File: src/rtl/frequency_counter_if.sv
// Display-side bundle of frequency_counter: measured input plus the BCD result
// and its load strobe, wired straight into the seven-segment driver.
interface frequency_counter_if;
   logic       signal;
   logic [3:0] ten_count;
   logic [3:0] unit_count;
   logic       load;

   // load is a valid-only strobe with no ready: the consumer must take
   // ten_count/unit_count in the single cycle load is high; both digits then
   // hold until the next load.
   modport master (input signal, output ten_count, output unit_count, output load);
   modport slave  (output signal, input ten_count, input unit_count, input load);
endinterface

File: src/rtl/frequency_counter.sv
// Counts rising edges of bus.signal over UPDATE_PERIOD clocks, then converts to two BCD
// digits with a one-cycle load. Optional macro SYNC_INPUT_EN adds a two-flop synchronizer.
module frequency_counter #(
   parameter int UPDATE_PERIOD = 1200
) (
   input  logic                 clk,
   input  logic                 reset,
   frequency_counter_if.master  bus,
   output logic [1:0]           state_dbg,
   output logic [6:0]           edge_dbg
);

   localparam logic [1:0]  COUNT = 2'd0;
   localparam logic [1:0]  TENS  = 2'd1;
   localparam logic [1:0]  UNITS = 2'd2;
   localparam logic [15:0] LAST  = 16'(UPDATE_PERIOD - 1);
   localparam logic [6:0]  SAT   = 7'd99;

   logic [1:0]  state;
   logic [15:0] clk_cnt;
   logic [6:0]  edge_cnt;
   logic [3:0]  tens_acc;
   logic [3:0]  ten_q;
   logic [3:0]  unit_q;
   logic        load_q;
   logic        s_q;
   logic        p_q;
   logic        rise;

`ifdef SYNC_INPUT_EN
   logic meta_q;

   always_ff @(posedge clk or negedge reset) begin
      if (!reset) begin
         meta_q <= 1'b0;
         s_q    <= 1'b0;
      end else begin
         meta_q <= bus.signal;
         s_q    <= meta_q;
      end
   end
`else
   always_ff @(posedge clk or negedge reset) begin
      if (!reset) s_q <= 1'b0;
      else        s_q <= bus.signal;
   end
`endif

   // p_q keeps sampling through the dead time so a boundary edge is seen only once.
   always_ff @(posedge clk or negedge reset) begin
      if (!reset) p_q <= 1'b0;
      else        p_q <= s_q;
   end

   assign rise = s_q & ~p_q;

   always_ff @(posedge clk or negedge reset) begin
      if (!reset) begin
         state    <= COUNT;
         clk_cnt  <= '0;
         edge_cnt <= '0;
         tens_acc <= '0;
         ten_q    <= '0;
         unit_q   <= '0;
         load_q   <= 1'b0;
      end else begin
         load_q <= 1'b0;
         case (state)
            COUNT: begin
               if (rise && edge_cnt != SAT) edge_cnt <= edge_cnt + 7'd1;
               if (clk_cnt == LAST) begin
                  clk_cnt <= '0;
                  state   <= TENS;
               end else begin
                  clk_cnt <= clk_cnt + 16'd1;
               end
            end
            TENS: begin
               // Repeated subtraction: one tens digit per cycle.
               if (edge_cnt >= 7'd10) begin
                  edge_cnt <= edge_cnt - 7'd10;
                  tens_acc <= tens_acc + 4'd1;
               end else begin
                  state <= UNITS;
               end
            end
            UNITS: begin
               ten_q    <= tens_acc;
               unit_q   <= edge_cnt[3:0];
               load_q   <= 1'b1;
               edge_cnt <= '0;
               tens_acc <= '0;
               state    <= COUNT;
            end
            default: state <= COUNT;
         endcase
      end
   end

   assign bus.ten_count  = ten_q;
   assign bus.unit_count = unit_q;
   assign bus.load       = load_q;
   assign state_dbg      = state;
   assign edge_dbg       = edge_cnt;

endmodule
File: src/flat_wrapper.sv
// flat-port wrapper written by rule: the top's interface ports become plain ports
module frequency_counter_flat 
#(
   parameter int UPDATE_PERIOD = 1200
)
  (clk, reset, state_dbg, edge_dbg, bus_signal, bus_ten_count, bus_unit_count, bus_load);
  frequency_counter_if bus_i ();
  input  logic clk;
  input  logic reset;
  output logic [1:0] state_dbg;
  output logic [6:0] edge_dbg;
  input wire logic [$bits(bus_i.signal)-1:0] bus_signal;
  output wire logic [$bits(bus_i.ten_count)-1:0] bus_ten_count;
  output wire logic [$bits(bus_i.unit_count)-1:0] bus_unit_count;
  output wire logic [$bits(bus_i.load)-1:0] bus_load;
  assign bus_i.signal = bus_signal;
  assign bus_ten_count = bus_i.ten_count;
  assign bus_unit_count = bus_i.unit_count;
  assign bus_load = bus_i.load;
  frequency_counter #(.UPDATE_PERIOD(UPDATE_PERIOD)) u_core (.clk(clk), .reset(reset), .bus(bus_i), .state_dbg(state_dbg), .edge_dbg(edge_dbg));
endmodule
File: config.mk
export PLATFORM = sky130hd
export DESIGN_NAME = frequency_counter_flat
export DESIGN_NICKNAME = d
export VERILOG_FILES = /design/src/rtl/frequency_counter_if.sv /design/src/rtl/frequency_counter.sv /design/src/flat_wrapper.sv
export SDC_FILE = /design/constraint.sdc
export NUM_CORES = 1
export LEC_CHECK = 0
export ABC_AREA = 1
export BUFFER_PORTS_ARGS = -buffer_cell sky130_fd_sc_hd__buf_2
export CORE_UTILIZATION = 37
export DETAILED_ROUTE_END_ITERATION = 7
export HOLD_SLACK_MARGIN = 0.08
export PLACE_DENSITY = 0.54
export SYNTH_ARGS = -nofsm -noshare
export SYNTH_HDL_FRONTEND = slang
export SYNTH_SLANG_ARGS = --single-unit
File: constraint.sdc
create_clock -name clk -period 3.2 [get_ports clk]
set_clock_uncertainty 0.1 [all_clocks]
set_input_delay 0.64 -clock clk [delete_from_list [all_inputs] [get_ports clk]]
set_output_delay 0.64 -clock clk [all_outputs]
set_load 0.05 [all_outputs]
=== Yosys cells after proc, flatten, opt, wreduce, memory -nomap -nowiden ===
Index checks and enable logic that the tools add are counted.

* Register bits after elaboration: 40
* Latch bits: 0
* Bits in writable memories: 0
* ROM bits: 0
* Input port bits: 3
* Output and inout bits: 18
* Word-level logic and storage cells: 41
* Memories: 0

* Add/subtract/negate cells: 4
* Multiply operators: 0
* Divide/modulo/power cells: 0
* Magnitude comparators: 1
* Eq/ne operators: 8
* Shifts and indexed selects: 0
* Multiplexer cells: 10
* Bitwise logic cells: 2
* Reduce and logical (&&, ||, !) cells: 7

{| class="wikitable"
|+ Operator list
! cell !! number
|-
| $pmux 7 s3 || 1
|-
| $add 16x1->16 const B || 1
|-
| $eq 16x11->1 const B || 1
|-
| $mux 16 || 1
|-
| $mux 7 || 2
|-
| $pmux 4 s2 || 1
|-
| $add 7x1->7 const B || 1
|-
| $ge 7x4->1 const B || 1
|-
| $ne 7x7->1 const B || 1
|-
| $sub 7x4->7 const B || 1
|-
| $ne 2x1->1 const B || 3
|-
| $add 4x1->4 const B || 1
|-
| $mux 2 || 2
|-
| $mux 4 || 1
|-
| $pmux 2 s2 || 1
|-
| $reduce_and 2->1 || 2
|-
| $reduce_and 3->1 || 1
|-
| $reduce_bool 3->1 || 1
|-
| $eq 2x1->1 const B || 1
|-
| $eq 2x2->1 const B || 1
|-
| $logic_not 2->1 || 1
|-
| $ne 2x2->1 const B || 1
|-
| $reduce_bool 2->1 || 1
|-
| $and 1x1->1 || 1
|-
| 3 further kinds || 3
|}

=== Depth between registers and ports, before layout ===
Gate-level depths: netlist (run 1).

* Depth in word-level cells: 5
* Gate-level depth with buffers: 10

=== Worst setup path before layout (run 1) ===
OpenSTA, ideal clock, no wires.

* Path kind: register -> register
* Start: register u_core.edge_cnt[2] (netlist: u_core.edge_dbg[2])
* End: register u_core.edge_cnt[6] (netlist: u_core.edge_dbg[6])
* Arrival: 1.622 ns
* Data required time: 2.982 ns
* Slack: 1.359 ns
* Stages on the path, launching flop included: 10
* Buffers on the path: 0
* Period minus slack after synthesis: 1.841 ns
* Path through: dfrtp_1 inv_1 ha_1 inv_1 nand2_1 nand3_1 nand3b_1 nand3_2 nand2_1 nand2_1

* Cells in the longest elaborated chain, start to end: 4

{| class="wikitable"
|+ Ends and longest elaborated chain
! what !! RTL line !! source
|-
| from (decl) || frequency_counter.sv:21 || <nowiki>logic [6:0] edge_cnt;</nowiki>
|-
| from (signal assigned) || frequency_counter.sv:70 || <nowiki>if (rise && edge_cnt != SAT) edge_cnt <= edge_cnt + 7'd1;</nowiki>
|-
| from (signal assigned) || frequency_counter.sv:81 || <nowiki>edge_cnt <= edge_cnt - 7'd10;</nowiki>
|-
| parallel branches: the longest is 4 deep, another holds $sub 7x4->7 || n/a ||
|}

Parallel ways; which one is timed is not known. The select of a mux whose other input is x is not followed.
A chain may end at the register's enable or synchronous reset.

=== Worst setup path after layout (run 1) ===
* Start: register u_core.state[0] (netlist: u_core.state_dbg[0])
* End: register u_core.clk_cnt[1]

* Cells in the longest elaborated chain, start to end: 1

{| class="wikitable"
|+ Ends and longest elaborated chain
! what !! RTL line !! source
|-
| from (decl) || frequency_counter.sv:19 || <nowiki>logic [1:0] state;</nowiki>
|-
| from (signal assigned) || frequency_counter.sv:59 || <nowiki>state <= COUNT;</nowiki>
|-
| from (signal assigned) || frequency_counter.sv:73 || <nowiki>state <= TENS;</nowiki>
|-
| from (signal assigned) || frequency_counter.sv:84 || <nowiki>state <= UNITS;</nowiki>
|-
| $logic_not 2->1 || frequency_counter.sv:68 || <nowiki>case (state)</nowiki>
|-
| to (signal assigned) || frequency_counter.sv:75 || <nowiki>clk_cnt <= clk_cnt + 16'd1;</nowiki>
|-
| to (decl) || frequency_counter.sv:20 || <nowiki>logic [15:0] clk_cnt;</nowiki>
|}

No other way between the ends.

==> impl_metrics.tcl, run 1 <==
set metrics [dict create \
    outcome "finished, final reports clean" \
    relSlewSlack 0.400 \
    syn_area_mm2 0.00242 \
    setup_ws_ps 1120 \
    clk_latency_ps 300 \
    hold_viol_final 0 \
    dpl_cell_area_mm2 0.00257 \
    place_congestion 0.795 \
    grtUsageTotal 0.168 \
    cts_tree "done" \
    crit_path_max_fanout 22 \
    place_hpwl_um 3880 \
    rsz0062_at_grt "false" \
    worstPathArrival_ps 2200 \
    cap_violations 0 \
    dp_cells 420 \
    synthCells 330 \
    first_pass_iters 4 \
    fmax_mhz 480 \
    setup_viol 0 \
    period_minus_slack_ps 2080 \
    power_density_mw_per_mm2 482 \
    synth_edf_count 0 \
    clkSinkCount 40 \
    cts_buffer_depth 2 \
    drt-total-wl_um 5340 \
    drc_errors 0 \
    timing.final.max_slew_violations 0 \
    io_pins 21 \
    antenna_found_initial 0 \
    portBuffers 20 \
    place_ws_ps 1120 \
    detail_route.wl_per_cell_um 12.5 \
    synth_fp_nets 343 \
    tightest_slew_ps 899 \
    grt_max_degree 41 \
    grt_overflow_total 0 \
    rows 29 \
    cts_hold_buf 0 \
    leakage_nw 1.46 \
    grt_pass1_wl_um 9430 \
    min_from "u_core.s_q" \
    design_area_mm2 0.00269 \
    tns_ps 0 \
    syn_to_final_growth_pct 11.0 \
    core_mm2 0.00635 \
    fin_cells 428 \
    synth-seq-area-share 0.413 \
    start_util 0.381 \
    drtIter0Drc 84 \
    grt_pass1_vias 2048 \
    cts.repair.resized 0 \
    endpoint_kind "flip-flop" \
    nNetsFinal 363 \
    drive_above_1_share 0.131 \
    cts_root_buf "clkbuf_8" \
    start_kind "flip-flop" \
    worstReg2RegStart "u_core.state_dbg[0]" \
    htreeDepth 2 \
    drt.antenna.violating_nets 0 \
    clk_pin_slew_ps 90 \
    ys.flop_type "dfrtp_1" \
    vias_per_cell 4.93 \
    die_w_um 82.9 \
    avgSynthCellArea_um2 7.34 \
    yosysWarnings 0 \
    synth_cell_types 26 \
    crit_required_ps 3320 \
    die_h_um 82.9 \
    dieArea_mm2 0.00687 \
    crit_start "u_core.state_dbg[0]" \
    async_flop_share 1.00 \
    diodes 0 \
    finalPower_w 0.00129 \
    ys_ff_latch 40 \
    period_share 0.651 \
    hold_path.class "flip-flop to flip-flop" \
    routed-via-count 2108 \
    ir_drop_v 0.000357 \
    crit_type "flip-flop to flip-flop" \
    post_cts_buffers 0 \
    numCtsBuffers 5 \
]
[sequential cells by signal (all words and copies together), names as in the netlist]
name / flops
u_core.bus.unit_count: 4
u_core.s_q: 1
u_core.p_q: 1
u_core.edge_dbg: 7
u_core.bus.ten_count: 4
u_core.state_dbg: 2
u_core.bus.load: 1
u_core.clk_cnt: 16
u_core.tens_acc: 4
[power by group]
part           internal, W  total (W)  switching, W
logic            0.0000801   0.000287      0.000207
clock network     0.000235   0.000437      0.000202
registers         0.000527   0.000571     0.0000440
[cell usage in the layout (no fill, tap or decap), drive strengths merged]
cell and n:
nand2 115, inv 42, dfrtp 40, nand3 35, nor2 31, o21ai 22
buf 20, nand4 15, ha 10, xor2 6, clkbuf 5, a21oi 3
o22ai 2, nor3 1, xnor2 1, nand3b 1, bufinv 1, clkinvlp 1
[path summary, 6_finish.rpt]
path                                           end  slack, ps  cells past startpoint
max in group asynchronous        u_core.clk_cnt[4]       2080                      1
worst min register to register          u_core.p_q        280                      0
worst max register to register   u_core.clk_cnt[1]       1120                      6
worst max-delay path             u_core.clk_cnt[1]       1120                      6
min in group asynchronous       u_core.clk_cnt[14]        360                      1
worst min-delay path                    u_core.p_q        280                      0
[worst max-delay path, cell delays in order (launching register included)]
cell and delay [ps]:
dfrtp_1 430, inv_1 100, ha_1 690, inv_1 300
a21oi_1 240, nand2_1 60, o21ai_0 70
[logic make-up (layout without fill, tap and decap cells)]
logic type	count (synthesis)	count (layout)	share of synthesized area
compound gates	27	27	0.0568
fa+ha+maj	10	10	0.0517
flops	40	40	0.413
simple gates	198	198	0.371
buf+inv	48	69	0.0822
xor+xnor	7	7	0.0253
[cell usage after synthesis, types with 5 or more instances]
| master | number | area share |
|---|---|---|
| dfrtp_1 | 40 | 0.41 |
| ha_1 | 10 | 0.052 |
| inv_1 | 39 | 0.060 |
| nand2_1 | 109 | 0.17 |
| nand2_2 | 5 | 0.013 |
| nand3_1 | 33 | 0.068 |
| nand4_1 | 14 | 0.036 |
| nor2_1 | 24 | 0.037 |
| nor2_2 | 6 | 0.016 |
| o21ai_0 | 20 | 0.041 |
| xor2_1 | 6 | 0.022 |
[area by class of cell]
type / count / area (um^2)
clock buffer: 5 / 68.8
inverter: 41 / 154
sequential: 40 / 1000
tap: 77 / 96.3
clock inverter: 3 / 46.3
fill: 665 / 3660
multi-input combinational: 242 / 1220
timing repair buffer: 20 / 100
[routing by layer]
metal / part of all wire / track usage / wire [um]
met3: 0.033 / 0.0318 / 178
met2: 0.47 / 0.290 / 2540
met1: 0.48 / 0.212 / 2550
met5: 0 / 0 / 0
met4: 0.014 / 0.0517 / 74
[through the flow]
step	util	hold slack (ps)
finish	0.423	280
global route	0.423	299
CTS	0.423	283
detailed placement	0.405	261
global placement	0.405	258
floorplan	-	244
No activity file was read; power rests on OpenSTA's default activity.
==> run 2: changes to the inputs <==
clock period = 2.1 ns   (was 3.2 ns; I/O delays follow)
==> run 2 against run 1 <==
  * Clock power increased by 25%
  * Via count about the same
  * Combinational power increased by 53%
  * Sequential power increased by 52%
  * Largest cell class unchanged
==> impl_metrics.tcl, run 2 (synthesis results as in run 1) <==
set metrics [dict create \
    drive_above_1_share 0.140 \
    ff2ff_setup_slack_ps 370 \
    io_pins 21 \
    crit_path_max_fanout 8 \
    relSlewSlack 0.723 \
    timing.final.max_slew_violations 0 \
    grt_pass1_wl_um 9530 \
    dieArea_mm2 0.00687 \
    top_register "u_core.clk_cnt" \
    tns_ps 0 \
    largest_reg_flops 16 \
    ir_drop_v 0.000433 \
    endpoint_kind "flip-flop" \
    outcome "finished, final reports clean" \
    core_mm2 0.00635 \
    rows 29 \
    tightest_slew_ps 415 \
    worstPathArrival_ps 1810 \
    clkSinkCount 40 \
    power_density_mw_per_mm2 684 \
    min_from "bus_signal" \
    period_share 0.825 \
    place_ws_ps 355 \
    detail_route.wl_per_cell_um 12.3 \
    setup_ws_ps 367 \
    dpl_cell_area_mm2 0.00260 \
    grt_pass1_vias 2016 \
    place_hpwl_um 4110 \
    first_pass_iters 5 \
    setup_viol 0 \
    clk_latency_ps 290 \
    vias_per_cell 4.87 \
    layout_common_cells "nand2_1 (109), dfrtp_1 (40), inv_1 (39), nand3_1 (33), nor2_1 (24)" \
    r2r_end "u_core.state_dbg[0]" \
    rsz0062_at_grt "false" \
    portBuffers 20 \
    p_int_w 0.00119 \
    start_kind "flip-flop" \
    p_comb_frac 0.237 \
    start_util 0.381 \
    routed-via-count 2110 \
    hold_path.class "primary input to flip-flop" \
    worstReg2RegStart "u_core.edge_dbg[2]" \
    final_common_cell "nand2_1" \
    r2r_cells 9 \
    crit_type "flip-flop to flip-flop" \
    die_h_um 82.9 \
    drt.antenna.violating_nets 0 \
    diodes 0 \
    die_w_um 82.9 \
    hold_path_depth 1 \
    drt-total-wl_um 5320 \
    swShare 0.356 \
    switchingPower_w 0.000659 \
    design_area_mm2 0.00271 \
    fmax_mhz 577 \
    hold_viol_final 0 \
    antenna_found_initial 0 \
    nNetsFinal 368 \
    cts_root_buf "clkbuf_8" \
    drtIter0Drc 85 \
    p_clk_frac 0.295 \
    grtUsageTotal 0.169 \
    htreeDepth 2 \
    cts_tree "done" \
    clk_pin_slew_ps 80 \
    syn_to_final_growth_pct 11.9 \
    p_seq_frac 0.468 \
    numCtsBuffers 5 \
    whs_endpoint "u_core.s_q" \
    leakage_nw 1.47 \
    cts_buffer_depth 2 \
    place_congestion 0.830 \
    grt_overflow_total 0 \
    grt_max_degree 17 \
    period_minus_slack_ps 1730 \
    crit_required_ps 2180 \
    drc_errors 0 \
    crit_start "u_core.edge_dbg[2]" \
    n_fill_cell 654 \
    cap_violations 0 \
]
## run 2: changes by cell type in the layout (fill, tap and decap cells not counted), sizes merged
cell / delta
clkinvlp: +1
buf: +4
dlygate4sd3: +1
inv: -1
clkbuf: +1
bufinv: -1
## run 2: how the worst max path moves through the flow
| stage | end | slack, ps | depth (start not counted) |
|---|---|---|---|
| after floorplan | u_core.edge_dbg[6] | 260 | 9 |
| after global placement | u_core.state_dbg[0] | 330 | 9 |
| after detailed placement | u_core.state_dbg[1] | 350 | 9 |
| after CTS | u_core.state_dbg[0] | 340 | 9 |
| after global routing | u_core.state_dbg[0] | 200 | 9 |
| final | u_core.state_dbg[0] | 370 | 9 |
## run 2: through the flow
| stage | power, W | utilization | hold WS [ps] | cells |
|---|---|---|---|---|
| after floorplan | 0.00122 | - | 24.4 | 330 |
| after global placement | 0.00133 | 0.410 | 239 | 424 |
| after detailed placement | 0.00133 | 0.410 | 235 | 424 |
| after CTS | 0.00189 | 0.427 | 120 | 433 |
| after global routing | 0.00198 | 0.427 | 112 | 433 |
| final | 0.00185 | 0.427 | 130 | 433 |
## run 2: layer usage
metal,GRT usage,wire length (um)
met2,0.282,2490
met4,0.0376,45
met3,0.0368,148
met5,0,0
met1,0.224,2640
## run 2: worst max-delay path, stage by stage (launching register included)
cell and delay (ps):
dfrtp_1 430, inv_1 170, ha_1 190, inv_1 40, nand2_1 120, nand4_2 190
nand2_2 200, nand2_2 80, nand2_1 50, nand2_1 50
## run 2: layout make-up
type                            instances  area (um^2)  area share
Multi-Input combinational cell        242         1220       0.451
Sequential cell                        40         1000       0.369
Inverter                               41          154      0.0568
Timing Repair Buffer                   25          140      0.0517
Tap cell                               77         96.3      0.0355
Clock buffer                            6         82.6      0.0305
Clock inverter                          2         15.0     0.00554
## run 2: power groups by stage
| stage | clock (W) | combinational (W) | sequential [W] |
|---|---|---|---|
| final | 0.000546 | 0.000439 | 0.000868 |
| after global routing | 0.000608 | 0.000498 | 0.000878 |
| after CTS | 0.000573 | 0.000445 | 0.000869 |
| after detailed placement | 0 | 0.000442 | 0.000884 |
| after global placement | 0 | 0.000442 | 0.000883 |
| after floorplan | 0 | 0.000248 | 0.000969 |
## run 2: what timing repair did
action,in CTS,in global routing
buffers inserted,0,0
hold buffers,1,0
endpoints found under the hold margin,11,0
gates resized for setup,0,0
==> run 3: changes to the inputs <==
clock period = 1.6 ns   (was 2.1 ns; I/O delays follow)
==> run 3 against run 2 <==
  * Worst hold slack gained 160 ps
  * Worst setup slack lost 320 ps
  * Sequential share of layout area shrank 4.0 points
  * Cell area grew 13%
  * Sequential cell count is the same
  * Non-clock buffer count grew 25
  * Critical path depth shrank 8
  * Combinational power grew 96%
==> impl_metrics.tcl, run 3 (synthesis results as in run 1) <==
set metrics [dict create \
    finalPower_w 0.00288 \
    endpoint "edge_dbg[3]" \
    layout_common_cells "nand2_1 (101), inv_1 (34), dfrtp_1 (31), nand3_1 (30), buf_4 (26)" \
    nNetsFinal 393 \
    core_mm2 0.00635 \
    routed-via-count 2229 \
    setup_viol 0 \
    die_w_um 82.9 \
    p_clk_frac 0.301 \
    clk_latency_ps 300 \
    detail_route.wl_per_cell_um 12.9 \
    p_comb_frac 0.299 \
    grtUsageTotal 0.173 \
    die_h_um 82.9 \
    timing.final.max_slew_violations 0 \
    n_fill_cell 604 \
    crit_start "u_core.edge_dbg[3]" \
    grt_max_degree 41 \
    drt-total-wl_um 5890 \
    diodes 0 \
    grt_overflow_total 0 \
    cpMaxStageDelayCell "dfrtp_2" \
    endpoint_kind "output port" \
    r2r_cells 10 \
    largest_reg_flops 16 \
    cp_cell_sequence "buf_2" \
    fmax_mhz 644 \
    worstPathArrival_ps 1130 \
    cp.depth 1 \
    htreeDepth 2 \
    cts_root_buf "clkbuf_8" \
    grt_pass1_vias 2057 \
    tightest_slew_ps 404 \
    relSlewSlack 0.729 \
    numCtsBuffers 5 \
    antenna_found_initial 0 \
    crit_buf_inv 1 \
    p_int_w 0.00185 \
    power_density_mw_per_mm2 937 \
    leakage_nw 1.65 \
    vias_per_cell 4.87 \
    io_pins 21 \
    cpPeakStageDelay_ps 520 \
    ir_drop_v 0.000922 \
    outcome "finished, final reports clean" \
    final_common_cell "nand2_1" \
    crit_path_max_fanout 10 \
    drt.antenna.violating_nets 0 \
    drtIter0Drc 103 \
    clkSinkCount 40 \
    hold_viol_final 0 \
    first_pass_iters 6 \
    crit_required_ps 1180 \
    regArea_mm2 0.00101 \
    r2r_end "u_core.edge_dbg[3]" \
    cts_tree "done" \
    hold_path.class "flip-flop to flip-flop" \
    portBuffers 20 \
    drc_errors 0 \
    rows 29 \
    cts_buffer_depth 2 \
    drive_above_1_share 0.281 \
    period_share 0.970 \
    final_core_util 0.484 \
    swShare 0.357 \
    crit_family "flip-flops" \
    ff2ff_setup_slack_ps 60 \
    grt_pass1_wl_um 9650 \
    cap_violations 0 \
    period_minus_slack_ps 1550 \
    dieArea_mm2 0.00687 \
    multi_input_area_mm2 0.00135 \
    place_hpwl_um 4210 \
    p_seq_frac 0.400 \
    switchingPower_w 0.00103 \
    worstReg2RegStart "u_core.edge_dbg[1]" \
    clk_pin_slew_ps 80 \
    start_kind "flip-flop" \
    place_congestion 0.838 \
    syn_to_final_growth_pct 27.0 \
    top_register "u_core.clk_cnt" \
    crit_type "flip-flop to output port" \
    start_util 0.381 \
]
[run 3: changes by cell type in the layout (fill, tap and decap cells not counted), sizes merged]
cell	change
clkinvlp	-2
dlygate4sd3	+1
bufinv	+1
buf	+24
clkbuf	-1
clkinv	+2
[run 3: stage by stage]
step	std cells	area (um^2)	setup WS, ps	hold slack, ps	setup TNS (ps)
2_1_floorplan	330	2450	-1.51	-75.6	-1.51
3_3_place_gp	440	2760	-35.2	216	-148
3_5_place_dp	440	2760	-38.6	213	-144
4_1_cts	453	2930	8.16	296	0
5_1_grt	458	3080	-4.98	300	-4.98
6_report	458	3080	48.4	291	0
[run 3: what timing repair did]
item | in CTS | in global routing
buffers inserted | 3 | 5
hold endpoints to repair | 41 | 0
pin swaps | 0 | 15
endpoints found under the setup margin | 6 | 16
hold buffers | 2 | 0
resized for setup | 3 | 31
[run 3: routing by layer]
layer	up-vias	global-route usage	part of all wire
met1	1021	0.223	0.47
met2	39	0.294	0.48
met5	-	0	0
met4	0	0.0549	0.016
met3	12	0.0338	0.033
li1	1157	-	-
[run 3: area by class of cell]
| type | count | share of cell area |
|---|---|---|
| clock inverter | 3 | 0.0155 |
| multi-input combinational | 242 | 0.438 |
| timing repair buffer | 50 | 0.113 |
| tap | 77 | 0.0313 |
| sequential | 40 | 0.329 |
| clock buffer | 5 | 0.0224 |
| inverter | 41 | 0.0509 |
[run 3: how the worst min path moves through the flow]
stage | start | end | slack (ps) | depth (start not counted)
final | u_core.s_q | u_core.p_q | 290 | 0
after global routing | u_core.s_q | u_core.p_q | 300 | 0
after CTS | u_core.s_q | u_core.p_q | 300 | 0
after detailed placement | reset | u_core.clk_cnt[10] | 210 | 2
after global placement | reset | u_core.clk_cnt[10] | 220 | 2
after floorplan | reset | u_core.bus.load | -80 | 0
[run 3: power groups by stage]
stage               sequential [W]  combinational [W]  clock, W
floorplan                  0.00129           0.000337         0
global placement           0.00117           0.000659         0
detailed placement         0.00117           0.000670         0
CTS                        0.00114           0.000725  0.000887
global route               0.00116           0.000926  0.000921
finish                     0.00115           0.000862  0.000867
[run 3: worst reg2reg max path, cell delays in order, from the launching register on]
cell,delay (ps)
dfrtp_2,460
ha_4,190
inv_4,60
nor2_4,40
nand3_2,50
nand2_2,60
nand2_2,120
nand2_2,90
nor2_4,170
nand2_1,80
nand2_1,60
